**src/rtl/traffic_signal_multi.sv**
```systemverilog
// Highway / multi side-road traffic controller: latched side requests served round-robin,
// Moore FSM with registered lamps. Optional emergency preemption via `TRAFFIC_PREEMPT_EN.
module traffic_signal_multi #(
  parameter int unsigned NUM_SIDE       = 2,
  parameter int unsigned CNT_W          = 8,
  parameter int unsigned HWY_MIN_GREEN  = 16,
  parameter int unsigned SIDE_MIN_GREEN = 4,
  parameter int unsigned SIDE_MAX_GREEN = 12,
  parameter int unsigned YELLOW_T       = 3,
  parameter int unsigned ALL_RED_T      = 2
) (
  input  logic                  clk,
  input  logic                  rst,
  input  logic [NUM_SIDE-1:0]   sensor,
`ifdef TRAFFIC_PREEMPT_EN
  input  logic                  preempt,
`endif
  output logic [1:0]            highway_signal,
  output logic [2*NUM_SIDE-1:0] side_signal,
  output logic [2:0]            active_side
);

  localparam logic [1:0] LAMP_RED = 2'b00;
  localparam logic [1:0] LAMP_YEL = 2'b01;
  localparam logic [1:0] LAMP_GRN = 2'b10;

  localparam logic [CNT_W-1:0] AR_LAST   = CNT_W'(ALL_RED_T - 1);
  localparam logic [CNT_W-1:0] HWY_LAST  = CNT_W'(HWY_MIN_GREEN - 1);
  localparam logic [CNT_W-1:0] YEL_LAST  = CNT_W'(YELLOW_T - 1);
  localparam logic [CNT_W-1:0] SMIN_LAST = CNT_W'(SIDE_MIN_GREEN - 1);
  localparam logic [CNT_W-1:0] SMAX_LAST = CNT_W'(SIDE_MAX_GREEN - 1);

  typedef enum logic [2:0] {
    ST_AR_TO_HWY,
    ST_HWY_GREEN,
    ST_HWY_YELLOW,
    ST_AR_TO_SIDE,
    ST_SIDE_GREEN,
    ST_SIDE_YELLOW
  } state_t;

  state_t                r_state;
  logic [CNT_W-1:0]      r_cnt;
  logic [NUM_SIDE-1:0]   r_pend;
  logic [2:0]            r_active_side;
  logic [1:0]            r_hwy_lamp;
  logic [2*NUM_SIDE-1:0] r_side_lamp;

  state_t                w_state_nxt;
  logic [CNT_W-1:0]      w_cnt_nxt;
  logic [NUM_SIDE-1:0]   w_pend_nxt;
  logic [2:0]            w_active_nxt;
  logic [1:0]            w_hwy_nxt;
  logic [2*NUM_SIDE-1:0] w_side_nxt;
  logic                  w_preempt;
  logic                  w_sensor_g;
  logic                  w_grant_vld;
  logic [2:0]            w_grant_idx;
  logic                  w_grant_edge;
  int unsigned           w_start;

`ifdef TRAFFIC_PREEMPT_EN
  assign w_preempt = preempt;
`else
  assign w_preempt = 1'b0;
`endif

  assign w_start = 32'(r_active_side);

  // Round-robin search: first pending side after the last one served.
  always_comb begin
    w_grant_vld = 1'b0;
    w_grant_idx = '0;
    for (int unsigned k = 1; k <= NUM_SIDE; k++) begin
      for (int unsigned i = 0; i < NUM_SIDE; i++) begin
        if (!w_grant_vld && r_pend[i] && (((w_start + k) % NUM_SIDE) == i)) begin
          w_grant_vld = 1'b1;
          w_grant_idx = 3'(i);
        end
      end
    end
  end

  // Sensor of the currently granted side.
  always_comb begin
    w_sensor_g = 1'b0;
    for (int unsigned i = 0; i < NUM_SIDE; i++) begin
      if (r_active_side == 3'(i)) w_sensor_g = sensor[i];
    end
  end

  // Next state, counter, grant and lamp values for the coming edge.
  always_comb begin
    w_state_nxt  = r_state;
    w_grant_edge = 1'b0;
    w_active_nxt = r_active_side;
    w_cnt_nxt    = r_cnt + CNT_W'(1);
    w_hwy_nxt    = LAMP_RED;
    w_side_nxt   = '0;

    case (r_state)
      ST_AR_TO_HWY: begin
        if (r_cnt == AR_LAST) w_state_nxt = ST_HWY_GREEN;
      end
      ST_HWY_GREEN: begin
        if ((r_cnt == HWY_LAST) && (|r_pend) && !w_preempt) w_state_nxt = ST_HWY_YELLOW;
      end
      ST_HWY_YELLOW: begin
        if (r_cnt == YEL_LAST) w_state_nxt = ST_AR_TO_SIDE;
      end
      ST_AR_TO_SIDE: begin
        if (w_preempt) begin
          w_state_nxt = ST_AR_TO_HWY;
        end else if (r_cnt == AR_LAST) begin
          w_state_nxt = w_grant_vld ? ST_SIDE_GREEN : ST_AR_TO_HWY;
        end
      end
      ST_SIDE_GREEN: begin
        if (w_preempt || (r_cnt == SMAX_LAST) || ((r_cnt >= SMIN_LAST) && !w_sensor_g))
          w_state_nxt = ST_SIDE_YELLOW;
      end
      ST_SIDE_YELLOW: begin
        if (r_cnt == YEL_LAST) w_state_nxt = ST_AR_TO_HWY;
      end
      default: w_state_nxt = ST_AR_TO_HWY;
    endcase

    w_grant_edge = (r_state == ST_AR_TO_SIDE) && (w_state_nxt == ST_SIDE_GREEN);
    if (w_grant_edge) w_active_nxt = w_grant_idx;

    // Highway green counter saturates so a late request exits right away.
    if (w_state_nxt != r_state) begin
      w_cnt_nxt = '0;
    end else if ((r_state == ST_HWY_GREEN) && (r_cnt == HWY_LAST)) begin
      w_cnt_nxt = r_cnt;
    end

    case (w_state_nxt)
      ST_HWY_GREEN:  w_hwy_nxt = LAMP_GRN;
      ST_HWY_YELLOW: w_hwy_nxt = LAMP_YEL;
      default:       w_hwy_nxt = LAMP_RED;
    endcase

    for (int unsigned i = 0; i < NUM_SIDE; i++) begin
      if (w_active_nxt == 3'(i)) begin
        if (w_state_nxt == ST_SIDE_GREEN)  w_side_nxt[2*i +: 2] = LAMP_GRN;
        if (w_state_nxt == ST_SIDE_YELLOW) w_side_nxt[2*i +: 2] = LAMP_YEL;
      end
    end
  end

  // Request latches: a side cannot re-request while it is green; grant clear wins.
  always_comb begin
    w_pend_nxt = r_pend;
    for (int unsigned i = 0; i < NUM_SIDE; i++) begin
      if (sensor[i] && !((r_state == ST_SIDE_GREEN) && (r_active_side == 3'(i))))
        w_pend_nxt[i] = 1'b1;
      if (w_grant_edge && (w_grant_idx == 3'(i)))
        w_pend_nxt[i] = 1'b0;
    end
  end

  always_ff @(posedge clk) begin
    if (rst) begin
      r_state       <= ST_AR_TO_HWY;
      r_cnt         <= '0;
      r_pend        <= '0;
      r_active_side <= 3'(NUM_SIDE - 1);
      r_hwy_lamp    <= LAMP_RED;
      r_side_lamp   <= '0;
    end else begin
      r_state       <= w_state_nxt;
      r_cnt         <= w_cnt_nxt;
      r_pend        <= w_pend_nxt;
      r_active_side <= w_active_nxt;
      r_hwy_lamp    <= w_hwy_nxt;
      r_side_lamp   <= w_side_nxt;
    end
  end

  assign highway_signal = r_hwy_lamp;
  assign side_signal    = r_side_lamp;
  assign active_side    = r_active_side;

endmodule

```
**config.mk**
```make
export PLATFORM = sky130hd
export DESIGN_NAME = traffic_signal_multi
export DESIGN_NICKNAME = d
export VERILOG_FILES = /design/src/rtl/traffic_signal_multi.sv
export SDC_FILE = /design/constraint.sdc
export NUM_CORES = 1
export LEC_CHECK = 0
export BUFFER_PORTS_ARGS = -buffer_cell sky130_fd_sc_hd__buf_2
export CORE_MARGIN = 2
export CORE_UTILIZATION = 56
export DETAILED_ROUTE_END_ITERATION = 10
export MAX_ROUTING_LAYER = met4
export PLACE_DENSITY = 0.77
export SYNTH_ARGS = -nofsm -noshare
export SYNTH_HDL_FRONTEND = slang
export SYNTH_SLANG_ARGS = --single-unit
export TNS_END_PERCENT = 5
```
**constraint.sdc**
```tcl
create_clock -name clk -period 2.7 [get_ports clk]
set_input_delay 0.405 -clock clk [delete_from_list [all_inputs] [get_ports clk]]
set_output_delay 0.405 -clock clk [all_outputs]
set_load 0.01 [all_outputs]
```
==> impl_metrics.py, run 1 <==
metrics = {
    "setup_path": {
        "endpoint_kind": "flip-flop",
        "cp_max_fanout": 8,
        "r2r_slack_ns": 0.46,
        "r2r-start": "r_cnt[0]$_SDFFE_PP0N_",
        "critical_path_arrival_ns": 2.51,
        "worstSetupStartpointType": "flip-flop",
        "crit_type": "reg -> reg",
        "worstPathRequired_ns": 2.97,
        "worstRegToRegCells": 6,
        "capture_point_of_the_worst_reg_to_reg_path": "side_signal[3]$_SDFF_PP0_",
    },
    "yosys": {
        "largest_family_of_logic_cells_by_synthesized_area": "simple AND/OR/NAND/NOR gates",
        "synth_area_leaders": "sky130_fd_sc_hd__dfxtp_1, sky130_fd_sc_hd__nand2_1, sky130_fd_sc_hd__nor2_1",
        "synth-seq-area-share": 0.3686,
        "netlist-cell-type-count": 50,
        "synth_top_cell_by_area": "sky130_fd_sc_hd__dfxtp_1",
        "syn-mean-instance-area_um2": 8.659,
        "synth_largest_type_area_fraction": 0.3686,
        "synthesis.instances": 138,
        "post_synth_and_or_nand_nor_area_fraction": 0.3466,
        "synth-seq-cells": 22,
        "post-synth-top-count-cell": "sky130_fd_sc_hd__dfxtp_1",
        "synth.mux.area_fraction": 0.01780,
        "synth-edff-count": 0,
        "synth-xor-area-share": 0.04398,
        "ys.flop_type": "sky130_fd_sc_hd__dfxtp_1",
        "synthesis.area_mm2": 0.001195,
        "synth_commonest_cells": "sky130_fd_sc_hd__dfxtp_1, sky130_fd_sc_hd__nand2_1, sky130_fd_sc_hd__nor2_1, sky130_fd_sc_hd__a21oi_1",
        "synth-compound-area-share": 0.1424,
        "synth_fa_ha_area_frac": 0.03141,
        "synthesis.yosys.warnings": 0,
        "synth_async_sr_flop_share": 0,
        "synthesis.nets": 145,
    },
    "cts": {
        "cts_tree": "yes",
        "clkSlewWorstSetupHoldPaths_ns": 0.13,
        "cts_hold_buf": 0,
        "worst_skew_pair.late_latency_ns": 0.32,
        "htree_num_levels": 1,
        "cts_buffer_depth": 2,
        "clk_root_buffer_cell": "sky130_fd_sc_hd__clkbuf_4",
        "numCtsBuffers": 3,
        "post_cts_resized": 0,
        "clock_sinks": 22,
        "post-cts-setup-buffers": 0,
    },
    "global_routing": {
        "first_global_vias": 969,
        "number_of_antenna_violations_at_the_first_check_in_global_routing": 0,
        "grt_start_max_net_pins": 14,
        "globalRouteOverflowTotal": 0,
        "grt_pass1_wl_um": 4174,
        "grt_usage": 0.2204,
    },
    "detailed_routing": {
        "drt.antenna.violating_nets": 0,
        "detail_route.first_pass.iterations": 4,
        "drt-total-wl_um": 2424,
        "routed_via_density": 5.659,
        "number_of_remaining_drc_errors": 0,
        "routedWlPerCell_um": 13.77,
        "vias": 996,
        "detail_route.iter0.violations": 30,
    },
    "power_and_ir_drop": {
        "worst_vdd_drop_v": 0.0005214,
        "power.leakage_nw": 0.5793,
        "power_per_cell_area_mw_per_mm2": 598.2,
    },
    "timing": {
        "timing.final.crit_period_ns": 2.238,
        "setup-violations-final": 0,
        "max_freq_ghz": 0.4467,
        "setup_total_negative_slack_ns": 0,
        "final_hold_vio_count": 0,
        "pin_slew_with_the_least_headroom_to_its_limit_ns": 0.6859,
        "min_period_over_period": 0.8290,
        "timing.slew.headroom": 0.5365,
        "grt_setup_unrepaired": "false",
        "finClkSkew_ns": 0.009073,
        "timing.final.ws_setup_ns": 0.4616,
        "final_max_slew_viol_count": 0,
    },
    "final_layout": {
        "final_nets": 157,
        "final_util": 0.6622,
        "area.growth.synth_to_final_pct": 9.843,
        "fill_cells": 163,
        "diodes": 0,
        "final_layout_size_suffix_gt1_frac": 0.2148,
    },
    "floorplan": {
        "io_pins": 13,
        "die-area_mm2": 0.002519,
        "placement_rows": 16,
        "core_mm2": 0.001982,
        "die-width_um": 50.19,
        "die_h_um": 50.19,
        "floorplan.initialDensity": 0.6029,
    },
    "run_status": {
        "run_status": "complete, no violations",
    },
    "job": {
        "maxCapViolCount": 0,
    },
    "place": {
        "io_buffers": 12,
        "pre_cts_ws_ns": 0.5672,
        "gp_weighted_congestion": 0.7888,
        "hpwlAfterDp_um": 1775,
    },
    "hold_path": {
        "holdCritPathClass": "in -> reg",
        "worstHoldEndpoint": "r_state[2]$_SDFF_PP0_",
        "holdPathStages": 2,
        "hold_path.startpoint": "rst",
    },
}
cell usage in the layout (no fill, tap or decap), types with 2 or more instances in the layout:
| master | count |
|---|---|
| sky130_fd_sc_hd__nand2_1 | 17 |
| sky130_fd_sc_hd__nor3b_1 | 2 |
| sky130_fd_sc_hd__nor3_1 | 4 |
| sky130_fd_sc_hd__a31oi_1 | 2 |
| sky130_fd_sc_hd__a21oi_1 | 6 |
| sky130_fd_sc_hd__nand3_1 | 5 |
| sky130_fd_sc_hd__buf_2 | 12 |
| sky130_fd_sc_hd__inv_1 | 4 |
| sky130_fd_sc_hd__nor2b_1 | 4 |
| sky130_fd_sc_hd__xor2_1 | 2 |
| sky130_fd_sc_hd__and2_1 | 5 |
| sky130_fd_sc_hd__xnor2_1 | 4 |
| sky130_fd_sc_hd__or3b_2 | 2 |
| sky130_fd_sc_hd__buf_4 | 2 |
| sky130_fd_sc_hd__and2b_2 | 2 |
| sky130_fd_sc_hd__ha_1 | 3 |
| sky130_fd_sc_hd__dfxtp_1 | 22 |
| sky130_fd_sc_hd__and3_1 | 4 |
| sky130_fd_sc_hd__nor2_1 | 13 |
| sky130_fd_sc_hd__clkbuf_4 | 3 |
worst max-delay path by stage:
stage / start / to / slack (ns)
global route: r_cnt[0]$_SDFFE_PP0N_ / side_signal[3]$_SDFF_PP0_ / 0.35
global placement: r_cnt[4]$_SDFFE_PP0N_ / side_signal[3]$_SDFF_PP0_ / 0.61
CTS: r_cnt[0]$_SDFFE_PP0N_ / side_signal[2]$_SDFF_PP0_ / 0.47
detailed placement: r_cnt[0]$_SDFFE_PP0N_ / side_signal[2]$_SDFF_PP0_ / 0.57
finish: r_cnt[0]$_SDFFE_PP0N_ / side_signal[3]$_SDFF_PP0_ / 0.46
floorplan: r_cnt[0]$_SDFFE_PP0N_ / r_cnt[2]$_SDFFE_PP0N_ / 0.78
state kept, by name (all words and copies together) (netlist names):
name            count
r_state             3
r_pend              2
highway_signal      2
r_cnt               8
active_side         3
side_signal         4
report_power, final:
part | switching, mW | leakage [nW] | internal, mW
combinational | 0.0791 | 0.373 | 0.0710
clock | 0.106 | 0.0279 | 0.150
sequential | 0.0324 | 0.179 | 0.346
routing by layer:
layer	up-vias	GRT usage	share of wire
met1	468	0.2585	0.45
li1	506	-	-
met4	0	0.1019	0.028
met3	7	0.02679	0.026
met2	15	0.3750	0.49
met5	-	-	0
stage by stage:
stage / instance area (um^2) / power, mW / hold WS (ns) / instances
after floorplan: 1195 / 0.5034 / 0.4856 / 138
after global placement: 1260 / 0.5265 / 0.4922 / 172
after detailed placement: 1260 / 0.5343 / 0.4976 / 172
after CTS: 1313 / 0.7908 / 0.3770 / 176
after global routing: 1313 / 0.8264 / 0.3928 / 176
final: 1313 / 0.7852 / 0.3834 / 176
worst max-delay path, cell delays in order (launching register included):
cell and delay [ns]:
sky130_fd_sc_hd__dfxtp_1 0.46, sky130_fd_sc_hd__ha_1 0.19, sky130_fd_sc_hd__nor4bb_1 0.56, sky130_fd_sc_hd__nand4_2 0.36, sky130_fd_sc_hd__nand2b_1 0.26, sky130_fd_sc_hd__a21oi_1 0.18, sky130_fd_sc_hd__and3_1 0.17
cells by family (layout without fill, tap and decap cells):
family          after synthesis  count (layout)
xor+xnor                      6               6
mux                           2               2
compound gates               22              22
fa+ha+maj                     3               3
buf+inv                      11              22
flops                        22              22
simple gates                 72              72
layout make-up:
cell class / count / area, um^2 / area share
multi-input cells: 105 / 695.7 / 0.5300
well taps: 27 / 33.78 / 0.02574
repair buffers: 14 / 75.07 / 0.05720
inverters: 4 / 15.01 / 0.01144
clock buffers: 3 / 22.52 / 0.01716
clock inverters: 1 / 30.03 / 0.02288
flip-flops and latches: 22 / 440.4 / 0.3356
Power figures use the tool's default switching activity.
==> run 2: changes to the inputs <==
Settings changed: CORE_UTILIZATION 56 to 51, PLACE_DENSITY 0.77 to 0.74.
Clock period 2.7 ns to 1.9 ns, I/O delays scaled along.
==> run 2 against run 1 <==
  * The flow now finishes with violations (negative setup slack)
  * Non-clock buffer count up 21
  * Global-route usage is 2.4 points higher
  * First-iteration DRC count increased by 10%
  * Total power grew 35%
  * Sequential share of layout area decreased by 3.8 points
  * Utilization increased by 1.1 points
  * Worst setup slack worse by 0.56 ns
  * Design area is 14% higher
  * Clock power is 17% lower
  * Die area rose by 9.0%
==> impl_metrics.py, run 2 (synthesized netlist as in run 1, its figures left out) <==
metrics = {
    "timing": {
        "timing.final.ws_setup_ns": -0.1017,
        "final_hold_vio_count": 0,
        "final_max_slew_viol_count": 0,
        "finClkSkew_ns": 0.005865,
        "pin_slew_with_the_least_headroom_to_its_limit_ns": 0.5186,
        "min_period_over_period": 1.054,
        "grt_setup_unrepaired": "true",
        "timing.slew.headroom": 0.6516,
        "setup-violations-final": 14,
        "max_freq_ghz": 0.4996,
        "timing.final.crit_period_ns": 2.002,
    },
    "cts": {
        "cts_buffer_depth": 2,
        "clock_sinks": 22,
        "cts_hold_buf": 0,
        "worst_skew_pair.late_latency_ns": 0.31,
        "clk_root_buffer_cell": "sky130_fd_sc_hd__clkbuf_4",
        "cts_tree": "yes",
        "clkSlewWorstSetupHoldPaths_ns": 0.12,
        "htree_num_levels": 1,
        "numCtsBuffers": 3,
    },
    "setup_path": {
        "crit_type": "reg -> reg",
        "worstRegToRegCells": 5,
        "worstPathRequired_ns": 2.12,
        "worst_path_max_delay_cell": "sky130_fd_sc_hd__or4_4",
        "worstPathCellList": "or4_4 -> o311a_1 -> a311oi_2 -> buf_4 -> and2b_2",
        "critPathMaxStageDelay_ns": 0.55,
        "r2r_slack_ns": -0.10,
        "capture_point_of_the_worst_reg_to_reg_path": "side_signal[2]$_SDFF_PP0_",
        "critical_path_arrival_ns": 2.22,
        "worstSetupStartpointType": "flip-flop",
        "cp_max_fanout": 3,
        "r2r-start": "r_cnt[4]$_SDFFE_PP0N_",
        "endpoint_kind": "flip-flop",
    },
    "power_and_ir_drop": {
        "power_switching_mw": 0.3258,
        "power.leakage_nw": 0.6742,
        "clock_power_share": 0.200,
        "power.combinational.fraction": 0.312,
        "netSwitchingFraction": 0.3070,
        "worst_vdd_drop_v": 0.0005674,
        "power_per_cell_area_mw_per_mm2": 712.2,
        "p_int_mw": 0.7355,
        "portion_of_total_power_attributed_to_sequential_cells": 0.488,
    },
    "floorplan": {
        "die-width_um": 52.41,
        "io_pins": 13,
        "die_h_um": 52.41,
        "placement_rows": 17,
        "core_mm2": 0.002212,
        "die-area_mm2": 0.002746,
        "floorplan.initialDensity": 0.5402,
    },
    "place": {
        "gp_weighted_congestion": 0.9370,
        "place_inst": 191,
        "pre_cts_ws_ns": -0.02697,
        "hpwlAfterDp_um": 2104,
        "io_buffers": 12,
    },
    "detailed_routing": {
        "number_of_remaining_drc_errors": 0,
        "routedWlPerCell_um": 14.63,
        "detail_route.first_pass.iterations": 4,
        "drt.antenna.violating_nets": 0,
        "vias": 1133,
        "routed_via_density": 5.751,
        "drt-total-wl_um": 2882,
        "detail_route.iter0.violations": 33,
    },
    "final_layout": {
        "final_nets": 178,
        "final_layout_size_suffix_gt1_frac": 0.3787,
        "diodes": 0,
        "final-instance-count-excl-fill": 197,
        "area.growth.synth_to_final_pct": 24.71,
        "mostFrequentLayoutCell": "sky130_fd_sc_hd__buf_4",
        "largest_reg_flops": 8,
        "max_flop_register": "r_cnt",
        "most-common-layout-cells": "sky130_fd_sc_hd__buf_4, sky130_fd_sc_hd__dfxtp_1, sky130_fd_sc_hd__nand2_1",
    },
    "global_routing": {
        "first_global_vias": 1036,
        "grt_usage": 0.2446,
        "globalRouteOverflowTotal": 0,
        "number_of_antenna_violations_at_the_first_check_in_global_routing": 0,
        "grt_busiest_layer": "met2",
        "globalRouteMet2Util": 0.3646,
        "grt_start_max_net_pins": 12,
        "globalRouteMet3Util": 0.04286,
        "globalRouteMet1Util": 0.3122,
        "grt_pass1_wl_um": 4719,
    },
    "hold_path": {
        "holdPathStages": 3,
        "holdCritPathClass": "in -> reg",
        "worstHoldEndpoint": "r_pend[1]$_SDFFE_PP0P_",
        "hold_path.startpoint": "sensor[1]",
    },
    "job": {
        "maxCapViolCount": 0,
    },
    "run_status": {
        "run_status": "finished, violations left",
        "violations": "negative setup slack",
    },
}
==> run 2: changes by cell type in the layout (fill, tap and decap cells not counted), sizes merged <==
cell,change
buf,+21
bufinv,-1
==> run 2: worst max-delay path by stage <==
stage	startpoint	to	slack, ns	depth (start not counted)
4_1_cts	r_cnt[4]$_SDFFE_PP0N_	side_signal[2]$_SDFF_PP0_	-0.03	5
3_3_place_gp	r_cnt[4]$_SDFFE_PP0N_	highway_signal[1]$_SDFF_PP0_	-0.03	5
3_5_place_dp	r_cnt[4]$_SDFFE_PP0N_	side_signal[1]$_SDFF_PP0_	-0.03	5
2_1_floorplan	r_cnt[4]$_SDFFE_PP0N_	side_signal[3]$_SDFF_PP0_	-0.007	5
6_report	r_cnt[4]$_SDFFE_PP0N_	side_signal[2]$_SDFF_PP0_	-0.10	5
5_1_grt	r_cnt[4]$_SDFFE_PP0N_	side_signal[1]$_SDFF_PP0_	-0.11	5
==> run 2: cell type report <==
type                            instances  area, um^2
Multi-Input combinational cell        105       742.0
Fill cell                             196       721.9
Sequential cell                        22       442.9
Timing Repair Buffer                   35       232.7
Tap cell                               28       35.03
Clock buffer                            3       22.52
Inverter                                4       15.01
==> run 2: stage by stage <==
stage               power, mW  area (um^2)  utilization  hold WS [ns]  TNS (ns)
global route            1.123         1490       0.6736        0.2896    -1.126
detailed placement     0.8240         1401       0.6335        0.4967  -0.04808
finish                  1.061         1490       0.6736        0.2436   -0.5017
CTS                     1.044         1460       0.6601        0.2439  -0.06846
floorplan              0.7163         1200            -        0.4467  -0.01337
global placement       0.8091         1401       0.6335        0.4862  -0.02980
==> run 2: what timing repair did <==
action                     in CTS  in global routing
pin swaps                       3                  2
resized for setup               5                  6
setup endpoints to repair       5                 17
cloned                          0                  0
buffers inserted                3                  0
==> run 2: worst max-delay path: cells and delay by family, from the launching register on <==
kind                   cells  cell delay [ns]
flip-flops                 1             0.34
AO/OA/AOI/OAI              2             0.64
AND/OR/NAND/NOR            2             0.75
buffers and inverters      1             0.18
==> run 2: power groups by stage <==
stage / logic (mW) / clock network, mW / registers [mW]
6_report: 0.331 / 0.213 / 0.518
5_1_grt: 0.364 / 0.238 / 0.521
4_1_cts: 0.308 / 0.218 / 0.517
3_5_place_dp: 0.299 / 0 / 0.525
3_3_place_gp: 0.286 / 0 / 0.523
2_1_floorplan: 0.190 / 0 / 0.526
==> run 2: layer usage <==
| metal | routed length (um) | share of wire |
|---|---|---|
| met1 | 1294 | 0.45 |
| met2 | 1365 | 0.47 |
| met3 | 157 | 0.054 |
| met4 | 64 | 0.022 |
| met5 | 0 | 0 |
==> run 3: changes to the inputs <==
Settings changed: ABC_AREA set to 1, CORE_UTILIZATION 51 to 50, PLACE_DENSITY 0.74 to 0.73.
==> run 3 against run 2 <==
  * The run now ends clean
  * First-iteration DRC count decreased by 52%
  * Via count decreased by 10%
  * Fmax increased by 16%
  * Sequential power increased by 7.7%
  * Combinational power decreased by 6.3%
  * Critical endpoint is now r_cnt[5]$_SDFFE_PP0N_
==> impl_metrics.py, run 3 <==
metrics = {
    "timing": {
        "finClkSkew_ns": 0.002291,
        "final_hold_vio_count": 0,
        "max_freq_ghz": 0.5815,
        "final_max_slew_viol_count": 0,
        "setup-violations-final": 0,
        "min_period_over_period": 0.9050,
        "setup_total_negative_slack_ns": 0,
        "grt_setup_unrepaired": "false",
        "timing.final.crit_period_ns": 1.720,
        "timing.slew.headroom": 0.6533,
        "pin_slew_with_the_least_headroom_to_its_limit_ns": 0.5160,
        "hold_slack_ns": 0.2054,
    },
    "yosys": {
        "synth_commonest_cells": "sky130_fd_sc_hd__nand2_1, sky130_fd_sc_hd__nor2_1, sky130_fd_sc_hd__dfxtp_1, sky130_fd_sc_hd__inv_1, sky130_fd_sc_hd__nand3_1",
        "synth_area_leaders": "sky130_fd_sc_hd__dfxtp_1, sky130_fd_sc_hd__nand2_1, sky130_fd_sc_hd__nor2_1",
        "netlist-cell-type-count": 24,
        "ys.flop_type": "sky130_fd_sc_hd__dfxtp_1",
        "synthesis.instances": 155,
        "post-synth-top-count-cell": "sky130_fd_sc_hd__nand2_1",
        "synthesis.area_mm2": 0.001104,
        "synth_largest_type_area_fraction": 0.3991,
        "synth_async_sr_flop_share": 0,
        "synth-seq-area-share": 0.3991,
        "synth-edff-count": 0,
        "synth-seq-cells": 22,
        "synth_top_cell_by_area": "sky130_fd_sc_hd__dfxtp_1",
        "synthesis.yosys.warnings": 0,
        "synthesis.nets": 162,
        "syn-mean-instance-area_um2": 7.120,
    },
    "power_and_ir_drop": {
        "worst_vdd_drop_v": 0.0006508,
        "power_switching_mw": 0.3936,
        "power.leakage_nw": 0.6301,
        "power.combinational.fraction": 0.253,
        "portion_of_total_power_attributed_to_sequential_cells": 0.455,
        "power_per_cell_area_mw_per_mm2": 979.9,
        "clock_power_share": 0.292,
        "p_int_mw": 0.8336,
        "totalPowerFinal_mw": 1.227,
        "netSwitchingFraction": 0.3207,
    },
    "job": {
        "maxCapViolCount": 0,
    },
    "cts": {
        "htree_num_levels": 1,
        "clk_root_buffer_cell": "sky130_fd_sc_hd__clkbuf_4",
        "cts_tree": "yes",
        "clkSlewWorstSetupHoldPaths_ns": 0.12,
        "worst_skew_pair.late_latency_ns": 0.31,
        "cts_buffer_depth": 2,
        "numCtsBuffers": 3,
        "clock_sinks": 22,
        "post-cts-setup-buffers": 0,
    },
    "global_routing": {
        "grt_usage": 0.1953,
        "grt_start_max_net_pins": 14,
        "globalRouteOverflowTotal": 0,
        "number_of_antenna_violations_at_the_first_check_in_global_routing": 0,
        "first_global_vias": 925,
        "grt_pass1_wl_um": 3774,
    },
    "final_layout": {
        "max_flop_register": "r_cnt",
        "diodes": 0,
        "most-common-layout-cells": "sky130_fd_sc_hd__nand2_1, sky130_fd_sc_hd__nor2_1, sky130_fd_sc_hd__inv_1",
        "final_layout_size_suffix_gt1_frac": 0.1813,
        "final_nets": 179,
        "design_area_mm2": 0.001252,
        "fill_cells": 217,
        "mostFrequentLayoutCell": "sky130_fd_sc_hd__nand2_1",
        "area.growth.synth_to_final_pct": 13.49,
        "largest_reg_flops": 8,
    },
    "setup_path": {
        "worstPathRequired_ns": 2.16,
        "critical_path_arrival_ns": 1.98,
        "cp_max_fanout": 8,
        "crit_type": "reg -> reg",
        "worstRegToRegCells": 9,
        "worstSetupStartpointType": "flip-flop",
        "r2r-start": "r_cnt[1]$_SDFFE_PP0N_",
        "r2r_slack_ns": 0.18,
        "endpoint_kind": "flip-flop",
        "capture_point_of_the_worst_reg_to_reg_path": "r_cnt[5]$_SDFFE_PP0N_",
    },
    "hold_path": {
        "hold_path.startpoint": "rst",
        "worstHoldEndpoint": "active_side[2]$_SDFF_PP0_",
        "holdPathStages": 2,
        "holdCritPathClass": "in -> reg",
    },
    "detailed_routing": {
        "detail_route.first_pass.iterations": 4,
        "number_of_remaining_drc_errors": 0,
        "drt.antenna.violating_nets": 0,
        "detail_route.iter0.violations": 16,
        "routed_via_density": 5.116,
        "drt-total-wl_um": 2212,
        "vias": 1018,
        "routedWlPerCell_um": 11.12,
    },
    "place": {
        "gp_weighted_congestion": 0.8326,
        "io_buffers": 12,
        "dpl_cell_area_mm2": 0.001199,
        "hpwlAfterDp_um": 1709,
    },
    "run_status": {
        "run_status": "complete, no violations",
    },
    "floorplan": {
        "die-width_um": 50.98,
        "floorplan.initialDensity": 0.5137,
        "io_pins": 13,
        "die-area_mm2": 0.002599,
        "placement_rows": 17,
        "core_mm2": 0.002148,
        "die_h_um": 50.98,
    },
}
[run 3: changes by cell type in the layout (fill, tap and decap cells not counted), sizes merged, moves of 5 or more]
| cell | change |
|---|---|
| and3 | -5 |
| buf | -23 |
| inv | +19 |
| nand2 | +16 |
| nand3 | +6 |
| nor2 | +15 |
| nor3 | +5 |
[run 3: cells by family (layout without fill, tap and decap cells)]
family,Yosys count,in the layout,share of synthesized area
multiplexers,1,1,0.009071
AO/OA/AOI/OAI,12,12,0.06349
AND/OR/NAND/NOR,89,89,0.3764
adder cells (fa/ha/maj),3,3,0.03402
flip-flops,22,22,0.3991
buffers and inverters,23,39,0.07823
XOR/XNOR,5,5,0.03969
[run 3: cell type report]
| cell class | instances | area [um^2] | share of cell area |
|---|---|---|---|
| repair buffers | 12 | 60.06 | 0.04795 |
| flip-flops and latches | 22 | 441.7 | 0.3526 |
| inverters | 23 | 86.33 | 0.06893 |
| clock buffers | 3 | 22.52 | 0.01798 |
| multi-input cells | 110 | 576.8 | 0.4605 |
| well taps | 28 | 35.03 | 0.02797 |
| clock inverters | 1 | 30.03 | 0.02398 |
[run 3: metal layers]
metal	GRT usage	vias up	routed length (um)
met2	0.3485	26	1106
met5	-	-	0
met1	0.2142	461	954
met4	0.09009	0	41
li1	-	526	-
met3	0.02632	5	109
[run 3: metrics by stage]
step	instances	worst slack (ns)	util
after floorplan	155	0.4341	-
after global placement	195	0.2834	0.5580
after detailed placement	195	0.2063	0.5580
after CTS	199	0.1423	0.5824
after global routing	199	0.008350	0.5830
final	199	0.1804	0.5830
[run 3: what timing repair did]
item	in CTS	in global routing
hold buffers	0	0
setup endpoints to repair	0	3
gates resized for setup	0	1
[run 3: power groups by stage]
| stage | combinational, mW | clock, mW | sequential (mW) |
|---|---|---|---|
| CTS | 0.311 | 0.365 | 0.555 |
| global route | 0.353 | 0.385 | 0.566 |
| floorplan | 0.242 | 0 | 0.559 |
| detailed placement | 0.310 | 0 | 0.562 |
| global placement | 0.306 | 0 | 0.558 |
| finish | 0.310 | 0.359 | 0.558 |
[run 3: critical path: stages (launching register included)]
cell and delay, ns:
sky130_fd_sc_hd__dfxtp_1 0.41, sky130_fd_sc_hd__ha_1 0.24, sky130_fd_sc_hd__nand3_1 0.14, sky130_fd_sc_hd__nor2_2 0.18
sky130_fd_sc_hd__nand3_1 0.14, sky130_fd_sc_hd__nand3_1 0.12, sky130_fd_sc_hd__nand2_1 0.05, sky130_fd_sc_hd__nor2_1 0.11
sky130_fd_sc_hd__nand2_2 0.13, sky130_fd_sc_hd__nor2_1 0.13
[run 3: how the worst max path moves through the flow]
| stage | from | endpoint | slack, ns | cells past startpoint |
|---|---|---|---|---|
| 6_report | r_cnt[1]$_SDFFE_PP0N_ | r_cnt[5]$_SDFFE_PP0N_ | 0.18 | 9 |
| 5_1_grt | r_cnt[1]$_SDFFE_PP0N_ | r_cnt[3]$_SDFFE_PP0N_ | 0.008 | 9 |
| 4_1_cts | r_cnt[0]$_SDFFE_PP0N_ | r_cnt[5]$_SDFFE_PP0N_ | 0.14 | 9 |
| 3_5_place_dp | r_cnt[0]$_SDFFE_PP0N_ | r_cnt[5]$_SDFFE_PP0N_ | 0.21 | 9 |
| 3_3_place_gp | r_cnt[0]$_SDFFE_PP0N_ | r_cnt[1]$_SDFFE_PP0N_ | 0.28 | 9 |
| 2_1_floorplan | r_cnt[0]$_SDFFE_PP0N_ | highway_signal[0]$_SDFF_PP0_ | 0.43 | 7 |
